--- src/rtl/nco_sweep_pkg.sv ---
// Shared definitions for the NCO frequency-sweep controller.
//   state_t  : controller states (IDLE, STEP, DONE)
//   APR_DEF  : default phase-increment width
//   DWW_DEF  : default dwell-count width
package nco_sweep_pkg;

    typedef enum logic [1:0] {
        ST_IDLE = 2'd0,
        ST_STEP = 2'd1,
        ST_DONE = 2'd2
    } state_t;

    localparam int APR_DEF = 32;
    localparam int DWW_DEF = 16;

endpackage

--- src/rtl/nco_sweep_dwell.sv ---
// Dwell down-counter for the sweep controller.
//   clk, reset : clock and synchronous active-high reset
//   load       : load load_val (takes priority over dec)
//   load_val   : value loaded at the start of each sweep point
//   dec        : decrement by one (saturates at zero)
//   zero       : counter currently reads zero
module nco_sweep_dwell #(
    parameter int DWW = 16
) (
    input  logic           clk,
    input  logic           reset,
    input  logic           load,
    input  logic [DWW-1:0] load_val,
    input  logic           dec,
    output logic           zero
);

    logic [DWW-1:0] cnt_q;
    logic [DWW-1:0] cnt_d;

    always_comb begin
        cnt_d = cnt_q;
        if (load) begin
            cnt_d = load_val;
        end else if (dec && (cnt_q != '0)) begin
            cnt_d = cnt_q - 1'b1;
        end
    end

    always_ff @(posedge clk) begin
        if (reset) begin
            cnt_q <= '0;
        end else begin
            cnt_q <= cnt_d;
        end
    end

    assign zero = (cnt_q == '0);

endmodule

--- src/rtl/nco_sweep_ctrl.sv ---
// Linear frequency-sweep controller driving an NCO phase increment.
//   clk, reset          : clock, synchronous active-high reset
//   start, abort, cont  : sweep request, terminate, continuous-repeat mode
//   f_start/f_stop      : first/last phase increment
//   f_step, dwell       : step magnitude, extra hold cycles per point
//   phi_inc_o           : phase increment to the NCO
//   nco_clken           : NCO clock enable (high only while sweeping)
//   step_stb            : one-cycle pulse on every new phi_inc_o value
//   busy, done          : sweep in progress / one-cycle end-of-sweep pulse
// All outputs are registered.
module nco_sweep_ctrl
    import nco_sweep_pkg::*;
#(
    parameter int APR = APR_DEF,
    parameter int DWW = DWW_DEF
) (
    input  logic           clk,
    input  logic           reset,
    input  logic           start,
    input  logic           abort,
    input  logic           cont,
    input  logic [APR-1:0] f_start,
    input  logic [APR-1:0] f_stop,
    input  logic [APR-1:0] f_step,
    input  logic [DWW-1:0] dwell,
    output logic [APR-1:0] phi_inc_o,
    output logic           nco_clken,
    output logic           step_stb,
    output logic           busy,
    output logic           done
);

    state_t         state_q, state_d;
    logic [APR-1:0] phi_q, phi_d;
    logic           stb_q, stb_d;
    logic           busy_q, busy_d;
    logic           done_q, done_d;
    logic           clken_q, clken_d;

    // Shadow copies of the sweep setup, captured when the sweep starts.
    logic [APR-1:0] start_sh_q, start_sh_d;
    logic [APR-1:0] stop_sh_q, stop_sh_d;
    logic [APR-1:0] step_sh_q, step_sh_d;
    logic [DWW-1:0] dwell_sh_q, dwell_sh_d;
    logic           cont_sh_q, cont_sh_d;
    logic           up_q, up_d;

    logic           dw_load, dw_dec, dw_zero;
    logic [DWW-1:0] dw_val;

    // One extra bit catches carry/borrow so the sweep never wraps.
    logic [APR:0]   sum_w, diff_w;
    logic [APR-1:0] next_val;

    nco_sweep_dwell #(.DWW(DWW)) u_dwell (
        .clk      (clk),
        .reset    (reset),
        .load     (dw_load),
        .load_val (dw_val),
        .dec      (dw_dec),
        .zero     (dw_zero)
    );

    always_comb begin
        sum_w  = {1'b0, phi_q} + {1'b0, step_sh_q};
        diff_w = {1'b0, phi_q} - {1'b0, step_sh_q};
        if (up_q) begin
            next_val = (sum_w[APR] || (sum_w[APR-1:0] > stop_sh_q)) ? stop_sh_q : sum_w[APR-1:0];
        end else begin
            next_val = (diff_w[APR] || (diff_w[APR-1:0] < stop_sh_q)) ? stop_sh_q : diff_w[APR-1:0];
        end
    end

    always_comb begin
        state_d    = state_q;
        phi_d      = phi_q;
        stb_d      = 1'b0;
        done_d     = 1'b0;
        start_sh_d = start_sh_q;
        stop_sh_d  = stop_sh_q;
        step_sh_d  = step_sh_q;
        dwell_sh_d = dwell_sh_q;
        cont_sh_d  = cont_sh_q;
        up_d       = up_q;
        dw_load    = 1'b0;
        dw_dec     = 1'b0;
        dw_val     = dwell_sh_q;

        case (state_q)
            ST_IDLE: begin
                if (start && !abort) begin
                    start_sh_d = f_start;
                    // A zero step can never reach f_stop, so collapse the
                    // sweep to the single point f_start.
                    stop_sh_d  = (f_step == '0) ? f_start : f_stop;
                    step_sh_d  = f_step;
                    dwell_sh_d = dwell;
                    cont_sh_d  = cont;
                    up_d       = (f_start <= f_stop);
                    phi_d      = f_start;
                    stb_d      = 1'b1;
                    dw_load    = 1'b1;
                    dw_val     = dwell;
                    state_d    = ST_STEP;
                end
            end
            ST_STEP: begin
                if (abort) begin
                    state_d = ST_IDLE;
                end else if (dw_zero) begin
                    if (phi_q == stop_sh_q) begin
                        if (cont_sh_q) begin
                            phi_d   = start_sh_q;
                            stb_d   = 1'b1;
                            dw_load = 1'b1;
                        end else begin
                            state_d = ST_DONE;
                            done_d  = 1'b1;
                        end
                    end else begin
                        phi_d   = next_val;
                        stb_d   = 1'b1;
                        dw_load = 1'b1;
                    end
                end else begin
                    dw_dec = 1'b1;
                end
            end
            ST_DONE: begin
                state_d = ST_IDLE;
            end
            default: begin
                state_d = ST_IDLE;
            end
        endcase

        busy_d  = (state_d == ST_STEP);
        clken_d = (state_d == ST_STEP);
    end

    always_ff @(posedge clk) begin
        if (reset) begin
            state_q    <= ST_IDLE;
            phi_q      <= '0;
            stb_q      <= 1'b0;
            busy_q     <= 1'b0;
            done_q     <= 1'b0;
            clken_q    <= 1'b0;
            start_sh_q <= '0;
            stop_sh_q  <= '0;
            step_sh_q  <= '0;
            dwell_sh_q <= '0;
            cont_sh_q  <= 1'b0;
            up_q       <= 1'b0;
        end else begin
            state_q    <= state_d;
            phi_q      <= phi_d;
            stb_q      <= stb_d;
            busy_q     <= busy_d;
            done_q     <= done_d;
            clken_q    <= clken_d;
            start_sh_q <= start_sh_d;
            stop_sh_q  <= stop_sh_d;
            step_sh_q  <= step_sh_d;
            dwell_sh_q <= dwell_sh_d;
            cont_sh_q  <= cont_sh_d;
            up_q       <= up_d;
        end
    end

    assign phi_inc_o = phi_q;
    assign nco_clken = clken_q;
    assign step_stb  = stb_q;
    assign busy      = busy_q;
    assign done      = done_q;

endmodule

--- config.mk ---
export PLATFORM = sky130hd
export DESIGN_NAME = nco_sweep_ctrl
export DESIGN_NICKNAME = d
export VERILOG_FILES = /design/src/rtl/nco_sweep_pkg.sv /design/src/rtl/nco_sweep_dwell.sv /design/src/rtl/nco_sweep_ctrl.sv
export SDC_FILE = /design/constraint.sdc
export NUM_CORES = 1
export LEC_CHECK = 0
export ABC_AREA = 1
export CORE_MARGIN = 2
export CORE_UTILIZATION = 40
export CTS_CLUSTER_SIZE = 25
export DETAILED_ROUTE_END_ITERATION = 10
export GPL_TIMING_DRIVEN = 0
export PLACE_DENSITY = 0.63
export SLEW_MARGIN = 0
export SYNTH_ARGS = -nofsm -noshare
export SYNTH_HDL_FRONTEND = slang
export SYNTH_HIERARCHICAL = 1
export SYNTH_SLANG_ARGS = --single-unit
--- constraint.sdc ---
create_clock -name clk -period 3.55 [get_ports clk]
set_clock_uncertainty 0.2 [all_clocks]
set_input_delay 0.71 -clock clk [delete_from_list [all_inputs] [get_ports clk]]
set_output_delay 0.71 -clock clk [all_outputs]
set_load 0.05 [all_outputs]
# [Word level (Yosys, flattened, before mapping)]
# Index checks and enable logic that the tools add are counted.
[totals] register_bits=167 in_bits=117 output_inout_bits=36 word_cells=72
[op_classes] add_sub_neg=3 n_lt_le_gt_ge=3 n_eq_ne=7 n_mux=30 n_bitwise=3 reduce_logical=14
[op_table] operator="$mux 32" count=9
[op_table] operator="$mux 16" count=4
[op_table] operator="$pmux 32 s2" count=1
[op_table] operator="$add 32x32->33" count=1
[op_table] operator="$sub 32x32->33" count=1
[op_table] operator="$eq 32x32->1" count=1
[op_table] operator="$gt 32x32->1" count=1
[op_table] operator="$le 32x32->1" count=1
[op_table] operator="$logic_not 32->1" count=1
[op_table] operator="$lt 32x32->1" count=1
[op_table] operator="$logic_not 16->1" count=1
[op_table] operator="$reduce_bool 16->1" count=1
[op_table] operator="$sub 16x1->16 const B" count=1
[op_table] operator="$mux 2" count=5
[op_table] operator="$mux 1" count=9
[op_table] operator="$ne 2x2->1 const B" count=3
[op_table] operator="$reduce_and 5->1" count=1
[op_table] operator="$reduce_or 5->1" count=1
[op_table] operator="$eq 2x1->1 const B" count=2
[op_table] operator="$pmux 2 s2" count=1
[op_table] operator="$reduce_bool 2->1" count=2
[op_table] operator="$ne 3x3->1 const B" count=1
[op_table] operator="$not 1->1" count=3
[op_table] operator="$logic_and 1x1->1" count=2
[op_table] operator="5 further kinds" count=6

# [Logic depth before layout (Yosys ltp)]
# Gate-level depths: netlist of the first run.
[depth] word_depth=9 ltp_mapped=32 ltp_nobuf=30

# [Modules after synthesis]
# Netlist of the first run, hierarchy kept.
[modules_own_cells] mod="nco_sweep_ctrl" n_inst=1 cells_each=2661 area_each_um2=15651.3 seq_area_each_um2=3022.9
[modules_own_cells] mod="nco_sweep_dwell" n_inst=1 cells_each=220 area_each_um2=1206.2 seq_area_each_um2=320.3

# [Least setup slack after synthesis of the first run]
# Ideal clock, no wire load.
[synth_path] path_kind="reg2reg" start="reg phi_q[20] (netlist: phi_inc_o[20])" end="reg phi_q[21] (netlist: phi_inc_o[21])" setup_time_ns=0.120 t_arrival_ns=3.600 t_required_ns=3.230 slack_ns=-0.371 stages_incl_launch_ff=26 period_less_slack_ns=3.921 cell_sequence="dfxtp_1 > ha_1 > buf_4 > nor2_1 > inv_1 > nor2_1 > nand2_1 > nor3_1 > nand2_1 > nand2_1 > nand2_1 > nand2_1 > inv_1 > ha_1 > nand2_1 > nor2_1 > nand2_1 > nor2_1 > nand4_1 > nand2_1 > clkbuf_1 > nand3_1 > nand3_1 > nand3_1 > nand2_1 > a21oi_1"
[synth_via] elab_chain_len=9 word_cells_on_any_way=16
[synth_lines] element="start, declared" line_no="nco_sweep_ctrl.sv:34" text="logic [APR-1:0] phi_q, phi_d;"
[synth_lines] element="start signal, assigned" line_no="nco_sweep_ctrl.sv:157" text="phi_q <= phi_d;"
[synth_lines] element="$sub 32x32->33 / $add 32x32->33 (equally long branches)" line_no="nco_sweep_ctrl.sv:66, nco_sweep_ctrl.sv:65"
[synth_lines] element="$lt 32x32->1 / $gt 32x32->1 (equally long branches)" line_no="nco_sweep_ctrl.sv:70, nco_sweep_ctrl.sv:68"
[synth_lines] element="$logic_or 1x1->1 (on tied branches)" line_no="nco_sweep_ctrl.sv:70, nco_sweep_ctrl.sv:68"
[synth_lines] element="$mux 32 (on tied branches)" line_no="nco_sweep_ctrl.sv:70, nco_sweep_ctrl.sv:68"
[synth_lines] element="$mux 32" line_no="nco_sweep_ctrl.sv:67" text="if (up_q) begin"
[synth_lines] element="$mux 32" line_no="nco_sweep_ctrl.sv:111" text="if (phi_q == stop_sh_q) begin"
[synth_lines] element="$mux 32" line_no="nco_sweep_ctrl.sv:110" text="end else if (dw_zero) begin"
[synth_lines] element="$mux 32" line_no="nco_sweep_ctrl.sv:108" text="if (abort) begin"
[synth_lines] element="$pmux 32 s2" line_no="nco_sweep_ctrl.sv:89" text="case (state_q)"
# Several ways; a longest one is shown, not always the timed one. The select of a mux whose other input is x is not followed.
# A chain may end at the register's enable or synchronous reset.

# [Worst setup path after layout of the first run]
[layout_path] start="reg step_sh_q[5]" end="reg phi_q[5] (netlist: phi_inc_o[5])"
[layout_via] elab_chain_len=9 word_cells_on_any_way=13
[layout_lines] element="start, declared" line_no="nco_sweep_ctrl.sv:43" text="logic [APR-1:0] step_sh_q, step_sh_d;"
[layout_lines] element="start signal, assigned" line_no="nco_sweep_ctrl.sv:164" text="step_sh_q <= step_sh_d;"
[layout_lines] element="$sub 32x32->33 / $add 32x32->33 (equally long branches)" line_no="nco_sweep_ctrl.sv:66, nco_sweep_ctrl.sv:65"
[layout_lines] element="$lt 32x32->1 / $gt 32x32->1 (equally long branches)" line_no="nco_sweep_ctrl.sv:70, nco_sweep_ctrl.sv:68"
[layout_lines] element="$logic_or 1x1->1 (on tied branches)" line_no="nco_sweep_ctrl.sv:70, nco_sweep_ctrl.sv:68"
[layout_lines] element="$mux 32 (on tied branches)" line_no="nco_sweep_ctrl.sv:70, nco_sweep_ctrl.sv:68"
[layout_lines] element="$mux 32 (*)" line_no="nco_sweep_ctrl.sv:67"
[layout_lines] element="$mux 32 (*)" line_no="nco_sweep_ctrl.sv:111"
[layout_lines] element="$mux 32 (*)" line_no="nco_sweep_ctrl.sv:110"
[layout_lines] element="$mux 32 (*)" line_no="nco_sweep_ctrl.sv:108"
[layout_lines] element="$pmux 32 s2 (*)" line_no="nco_sweep_ctrl.sv:89"
# Mark *: on every way between the ends. The rest lies on a longest branch, timed or not. The select of a mux whose other input is x is not followed.

==> results of run 1 <==
routing by layer:
layer	vias to the layer above	global-route usage	wire, um
met5	-	0	0
met4	0	0.184	4650
met3	213	0.0522	4860
met2	774	0.572	35300
met1	9425	0.406	30700
li1	9736	-	-
synth_stat cells, types with 3 or more instances:
| cell | number | share of area |
|---|---|---|
| xnor2_1 | 10 | 0.0052 |
| clkinv_1 | 5 | 0.0011 |
| buf_6 | 6 | 0.0040 |
| or2_1 | 5 | 0.0019 |
| nand3_2 | 3 | 0.0018 |
| nand2_4 | 7 | 0.0047 |
| or2_2 | 9 | 0.0033 |
| and2_1 | 7 | 0.0026 |
| buf_2 | 24 | 0.0071 |
| o211ai_1 | 65 | 0.029 |
| nand2_2 | 12 | 0.0045 |
| nor2_2 | 7 | 0.0026 |
| a211oi_1 | 3 | 0.0013 |
| nor2_1 | 242 | 0.054 |
| nor4_1 | 13 | 0.0048 |
| inv_1 | 504 | 0.11 |
| xor2_1 | 38 | 0.020 |
| clkbuf_1 | 66 | 0.015 |
| buf_4 | 20 | 0.0089 |
| inv_2 | 17 | 0.0038 |
| a21oi_1 | 195 | 0.058 |
| nand3_1 | 244 | 0.072 |
| nor3_1 | 15 | 0.0045 |
| o21ai_0 | 159 | 0.047 |
| nand3b_1 | 11 | 0.0049 |
| a31oi_1 | 4 | 0.0015 |
| buf_1 | 6 | 0.0013 |
| o21bai_1 | 6 | 0.0027 |
| o21a_1 | 4 | 0.0018 |
| o21ai_1 | 10 | 0.0030 |
| nand2_1 | 793 | 0.18 |
| nand4_1 | 27 | 0.010 |
| ha_1 | 160 | 0.12 |
| dfxtp_1 | 167 | 0.20 |
through the flow:
stage / power (mW) / instance area [sq um] / instances / setup slack, ns / utilization
global placement: 6.29 / 19100 / 3572 / -1.19 / 0.458
detailed placement: 6.36 / 19100 / 3572 / -1.22 / 0.458
floorplan: 5.01 / 16900 / 2881 / 0.00724 / -
CTS: 9.62 / 22800 / 3720 / -0.279 / 0.546
global route: 11.0 / 24500 / 3749 / -0.518 / 0.586
finish: 10.5 / 24500 / 3750 / -0.402 / 0.586
final timing paths:
check                                                from  cells after the start                   endpoint
worst max-delay path            step_sh_q[5]$_SDFFE_PP0P_                     27  phi_inc_o[5]$_SDFFE_PP0P_
worst min-delay path             dwell_sh_q[2]$_SDFF_PP0_                      2   dwell_sh_q[2]$_SDFF_PP0_
worst max register to register  step_sh_q[5]$_SDFFE_PP0P_                     27  phi_inc_o[5]$_SDFFE_PP0P_
worst min register to register   dwell_sh_q[2]$_SDFF_PP0_                      2   dwell_sh_q[2]$_SDFF_PP0_
area by class of cell:
| class | count | share of cell area |
|---|---|---|
| clock inverters | 12 | 0.00394 |
| diodes | 1 | 0.000102 |
| inverters | 526 | 0.0814 |
| plain buffers | 105 | 0.0291 |
| multi-input cells | 2065 | 0.574 |
| well taps | 539 | 0.0276 |
| repair buffers | 316 | 0.123 |
| flip-flops and latches | 167 | 0.143 |
| clock buffers | 19 | 0.0181 |
tightest hold or removal path, cell delays in order, from the launching register on:
cell     delay (ns)
dfxtp_1        0.30
nand2_1        0.07
a21oi_1        0.06
layout by cell type, fill, tap and decap left out, types with 8 or more instances in the layout:
cell / instances
a21oi_1: 150
a21oi_2: 42
buf_12: 8
buf_2: 16
buf_4: 133
buf_6: 25
buf_8: 10
clkbuf_1: 57
clkbuf_16: 25
clkdlybuf4s50_1: 152
dfxtp_1: 109
dfxtp_2: 28
dfxtp_4: 30
ha_1: 107
ha_4: 48
inv_1: 419
inv_2: 97
nand2_1: 598
nand2_2: 141
nand2_4: 65
nand2_8: 8
nand3_1: 138
nand3_2: 102
nand3b_1: 11
nand4_1: 27
nor2_1: 172
nor2_2: 25
nor2_4: 54
nor3_4: 8
nor4_1: 10
o211ai_1: 65
o21ai_0: 147
o21ai_1: 18
or2_2: 9
xnor2_1: 10
xor2_1: 21
xor2_4: 10
power by group through the flow:
stage	registers [mW]	clock network (mW)	logic [mW]
detailed placement	2.21	0	4.15
global route	2.18	1.93	6.93
global placement	2.20	0	4.08
finish	2.16	1.84	6.49
floorplan	2.24	0	2.77
CTS	2.15	1.86	5.61
cells by family (layout without fill, tap and decap cells):
| kind of cell | Yosys count | count (layout) | synth area share |
|---|---|---|---|
| and+or+nand+nor | 1400 | 1400 | 0.352 |
| buffers and inverters | 649 | 978 | 0.153 |
| AOI/OAI and AO/OA | 455 | 455 | 0.150 |
| DFF | 167 | 167 | 0.198 |
| adders and majority gates | 162 | 162 | 0.121 |
| xor gates and xnor gates | 48 | 48 | 0.0249 |
| other | 0 | 1 | 0 |
registers in the layout, indices dropped and copies added (netlist names):
signal,count
cont_sh_q,1
done,1
dwell_sh_q,16
nco_clken,1
phi_inc_o,32
start_sh_q,32
state_q,2
step_sh_q,32
step_stb,1
stop_sh_q,32
u_dwell/cnt_q,16
up_q,1
repair_timing:
action,CTS,global route
pin swaps,188,215
buffers inserted,107,46
cloned,10,1
setup endpoints to repair,80,53
gates resized for setup,557,371
==> metrics.cfg, run 1 <==
[timing]
slew-limit-headroom=0.446
tightest_slew_ns=0.832
maxSlewViolCount=0
fin_crit_ns=3.95
whs_ns=0.274
rsz0062_at_grt=yes
setup_tns_ns=-11.48
finalCritPeriodShare=1.11
fmax_mhz=253
setup_slack_ns=-0.402
setup_violations=32
hold_viol_final=0

[floorplanning]
die_h_um=209
die_w_um=209
initial_core_util=0.404
dieArea_sq_mm=0.0438
core-area_sq_mm=0.0418
io_pins=153
rows=75

[critical_path]
cp_common_cell=nand3_2
critPathMaxStageDelay_ns=0.32
start_kind=register
cp.required_ns=3.72
cp_max_fo=8
end_kind=register
cp.arrival_ns=4.12
crit_family=simple AND/OR/NAND/NOR gates
r2r_slack_ns=-0.40
critical_path_buf_inv_count=5
path_class=reg2reg
slowest_stage=dfxtp_2

[power_and_ir_drop]
power_frac_clock=0.176
internal_power_mw=5.59
seqPwrFrac=0.206
combPwrFrac=0.618
switching_power_mw=4.91
peakVddDrop_mv=0.335
switching_share=0.467
p_per_area_mw_per_mm2=429
p_leak_nw=12.2

[yosys]
syn_nets=3160
synth_edf_count=0
async_flop_share=0
yosysWarningCount=6
ys_seq_elements=167
syn-instance-count=2881
yosysUniqueCellTypes=45
synth_area_per_cell_sq_um=5.85
synth_flop_cell=dfxtp_1
yosysSeqAreaShare=0.198
mappedNetlistArea_sq_mm=0.0169

[cts]
cts_hold_buf=0
clock_sink_count=167
root_buffer=clkbuf_16
cts_tree=done
cts-buffers-inserted=17
cts_buffer_depth=2
clkTransAtPathRegs_ns=0.07
htree_levels=4
clock_latency_ns=0.50

[global_routing]
antenna_found_initial=0
grt_pass1_wl_mm=111
grt_start_max_net_pins=17
track_usage=0.336
grt_pass1_vias=19700
grt-ovfl-total=0

[detailed_routing]
vias=20100
routed_wirelength_mm=75.5
post_drt_wl_per_cell_um=20.1
firstDrtPassIters=6
antenna_left=0
drc=0
drt_iter0_markers=1578
vias_per_cell=5.37

[cells_and_area]
drive_above_1_share=0.298
syn_to_final_growth_pct=45.2
multi_input_area_sq_mm=0.0141
fillers=3871
regArea_sq_mm=0.00349
nets=3477

[run_status]
status=finished with violations
failed_checks=negative setup slack

[min_path]
hp-class=reg2reg

[place]
hpwl_mm=56.4
io_buffers=152
place_congestion=1.01

[job]
cap_violations=0

No activity file was read; power rests on OpenSTA's default activity.
==> run 2, diff against run 1 <==
--- a/config.mk
+++ b/config.mk
@@ -10,7 +10,7 @@
 export CORE_UTILIZATION = 40
 export CTS_CLUSTER_SIZE = 25
 export DETAILED_ROUTE_END_ITERATION = 10
-export GPL_TIMING_DRIVEN = 0
+export GPL_TIMING_DRIVEN = 1
 export PLACE_DENSITY = 0.63
 export SLEW_MARGIN = 0
 export SYNTH_ARGS = -nofsm -noshare
==> run 2 against run 1 <==
Effect of this change: the flow still finishes with violations (negative setup slack); first-iteration DRC count up 19%; sequential power hardly changed; count of clock-buffer cells in the layout rose by 2; register-to-register slack improved by 0.03 ns; non-clock buffer count increased by 201; worst setup slack better by 0.028 ns; final cell count is 5.4% higher; routed wire length shrank 6.3%; fmax grew 0.71%; flip-flop and latch count unchanged.
==> metrics.cfg, run 2 (synthesized netlist as in run 1, its figures left out) <==
[floorplanning]
initial_core_util=0.404  ; unchanged
dieArea_sq_mm=0.0438  ; unchanged
core-area_sq_mm=0.0418  ; unchanged
rows=75  ; unchanged
die_h_um=209  ; unchanged
die_w_um=209  ; unchanged
io_pins=153  ; unchanged

[power_and_ir_drop]
peakVddDrop_mv=0.374  ; was 0.335 mV
p_per_area_mw_per_mm2=416  ; was 429 mW/mm^2
fin_total_pwr_mw=10.4  ; was 10.5 mW
p_leak_nw=12.9  ; was 12.2 nW

[place]
placed_area_sq_mm=0.0216  ; was 0.0191 sq mm
place_congestion=0.988  ; was 1.01
io_buffers=152  ; unchanged
hpwl_mm=54.9  ; was 56.4 mm

[timing]
rsz0062_at_grt=yes  ; unchanged
slew-limit-headroom=0.170  ; was 0.446
setup_violations=32  ; unchanged
hold_viol_final=0  ; unchanged
setup_slack_ns=-0.374  ; was -0.402 ns
setup_tns_ns=-8.95  ; was -11.48 ns
fin_crit_ns=3.92  ; was 3.95 ns
tightest_slew_ns=1.24  ; was 0.832 ns
maxSlewViolCount=0  ; unchanged
finalCritPeriodShare=1.11  ; about the same
fmax_mhz=255  ; was 253 MHz

[critical_path]
cp.required_ns=3.76  ; was 3.72 ns
path_class=reg2reg  ; unchanged
slowest_stage=dfxtp_2  ; unchanged
cp.arrival_ns=4.13  ; was 4.12 ns
crit_family=simple AND/OR/NAND/NOR gates  ; unchanged
crit_cells=25  ; was 27
critPathMaxStageDelay_ns=0.41  ; was 0.32 ns
end_kind=register  ; unchanged
r2r_slack_ns=-0.37  ; was -0.40 ns
rr_worst_depth=25  ; was 27
r2r-start=phi_inc_o[2]$_SDFFE_PP0P_  ; was step_sh_q[5]$_SDFFE_PP0P_
critical_path_buf_inv_count=6  ; was 5
r2r-end=phi_inc_o[9]$_SDFFE_PP0P_  ; was phi_inc_o[5]$_SDFFE_PP0P_
start_kind=register  ; unchanged
cp_max_fo=7  ; was 8

[detailed_routing]
firstDrtPassIters=5  ; was 6
routed_wirelength_mm=70.8  ; was 75.5 mm
post_drt_wl_per_cell_um=17.9  ; was 20.1 um
drc=0  ; unchanged
drt_iter0_markers=1879  ; was 1578
antenna_left=0  ; unchanged
vias=20500  ; was 20.1k
vias_per_cell=5.19  ; was 5.37

[min_path]
hp-class=reg2reg  ; unchanged
holdCritStartpoint=dwell_sh_q[15]$_SDFF_PP0_  ; was dwell_sh_q[2]$_SDFF_PP0_
min_to=dwell_sh_q[15]$_SDFF_PP0_  ; was dwell_sh_q[2]$_SDFF_PP0_
hold_depth=2  ; unchanged

[cts]
cts-buffers-inserted=17  ; unchanged
root_buffer=clkbuf_16  ; unchanged
clock_sink_count=167  ; unchanged
htree_levels=4  ; unchanged
cts_hold_buf=0  ; unchanged
cts_buffer_depth=2  ; unchanged
clock_latency_ns=0.50  ; about the same
clkTransAtPathRegs_ns=0.08  ; was 0.07 ns
cts_tree=done  ; unchanged

[cells_and_area]
fillers=3981  ; was 3871
final_cell_mix=nand2_1, inv_1, buf_4  ; was nand2_1, inv_1, nor2_1
drive_above_1_share=0.310  ; was 0.298
syn_to_final_growth_pct=49.0  ; was 45.2%
layout_commonest_cell=nand2_1  ; unchanged
finalInstanceArea_sq_mm=0.0251  ; was 0.0245 sq mm
nets=3678  ; was 3477

[global_routing]
grt_pass1_vias=19700  ; about the same
antenna_found_initial=1  ; was 0
grt-ovfl-total=0  ; unchanged
grt_start_max_net_pins=117  ; was 17
track_usage=0.319  ; was 0.336
grt_pass1_wl_mm=108  ; was 111 mm

[run_status]
status=finished with violations  ; unchanged
failed_checks=negative setup slack  ; unchanged

[job]
cap_violations=0  ; unchanged

## run 2: tightest hold or removal path: stages (launching register included)
cell and delay (ns):
dfxtp_1 0.30, nand2_1 0.07, a21oi_1 0.06
## run 2: how the worst max path moves through the flow
stage                                      end  slack (ns)                        from
floorplan           phi_inc_o[23]$_SDFFE_PP0P_       0.007   phi_inc_o[8]$_SDFFE_PP0P_
global placement     phi_inc_o[7]$_SDFFE_PP0P_       -0.92   step_sh_q[2]$_SDFFE_PP0P_
detailed placement   phi_inc_o[7]$_SDFFE_PP0P_       -0.97   step_sh_q[2]$_SDFFE_PP0P_
CTS                  phi_inc_o[2]$_SDFFE_PP0P_       -0.25   phi_inc_o[0]$_SDFFE_PP0P_
global route        phi_inc_o[22]$_SDFFE_PP0P_       -0.49  step_sh_q[15]$_SDFFE_PP0P_
finish               phi_inc_o[9]$_SDFFE_PP0P_       -0.37   phi_inc_o[2]$_SDFFE_PP0P_
## run 2: metrics by stage
step	hold WS, ns	util	setup slack [ns]	cells
global placement	0.257	0.517	-0.915	3840
finish	0.273	0.602	-0.374	3952
floorplan	0.246	-	0.00724	2881
detailed placement	0.264	0.517	-0.971	3840
CTS	0.275	0.577	-0.245	3920
global route	0.287	0.602	-0.489	3952
## run 2: final cells by class
type / count / area (sq um) / area share
Multi-Input combinational cell: 2065 / 13100 / 0.520
Timing Repair Buffer: 622 / 5420 / 0.216
Sequential cell: 167 / 3460 / 0.138
Inverter: 526 / 1980 / 0.0790
Tap cell: 539 / 674 / 0.0268
Clock buffer: 21 / 450 / 0.0179
Clock inverter: 11 / 87.6 / 0.00349
Antenna cell: 1 / 2.50 / 0.0000996
## run 2: metal layers
metal	part of all wire	up-vias	track usage
li1	-	10100	-
met2	0.44	709	0.509
met1	0.46	9561	0.435
met4	0.035	0	0.113
met3	0.065	132	0.0534
met5	0	-	0
## run 2: timing repair
action                                  4_1_cts  5_1_grt
endpoints found under the setup margin       32       38
resized for setup                           395      214
setup buffers                                47       32
cloned                                        2        0
pin swaps                                   141      133
## run 2: power breakdown
group          leakage [nW]  internal, mW  switching (mW)  total, mW
clock                 0.253         0.923           0.927       1.85
sequential             1.40          2.01           0.135       2.15
combinational          11.2          2.88            3.57       6.44
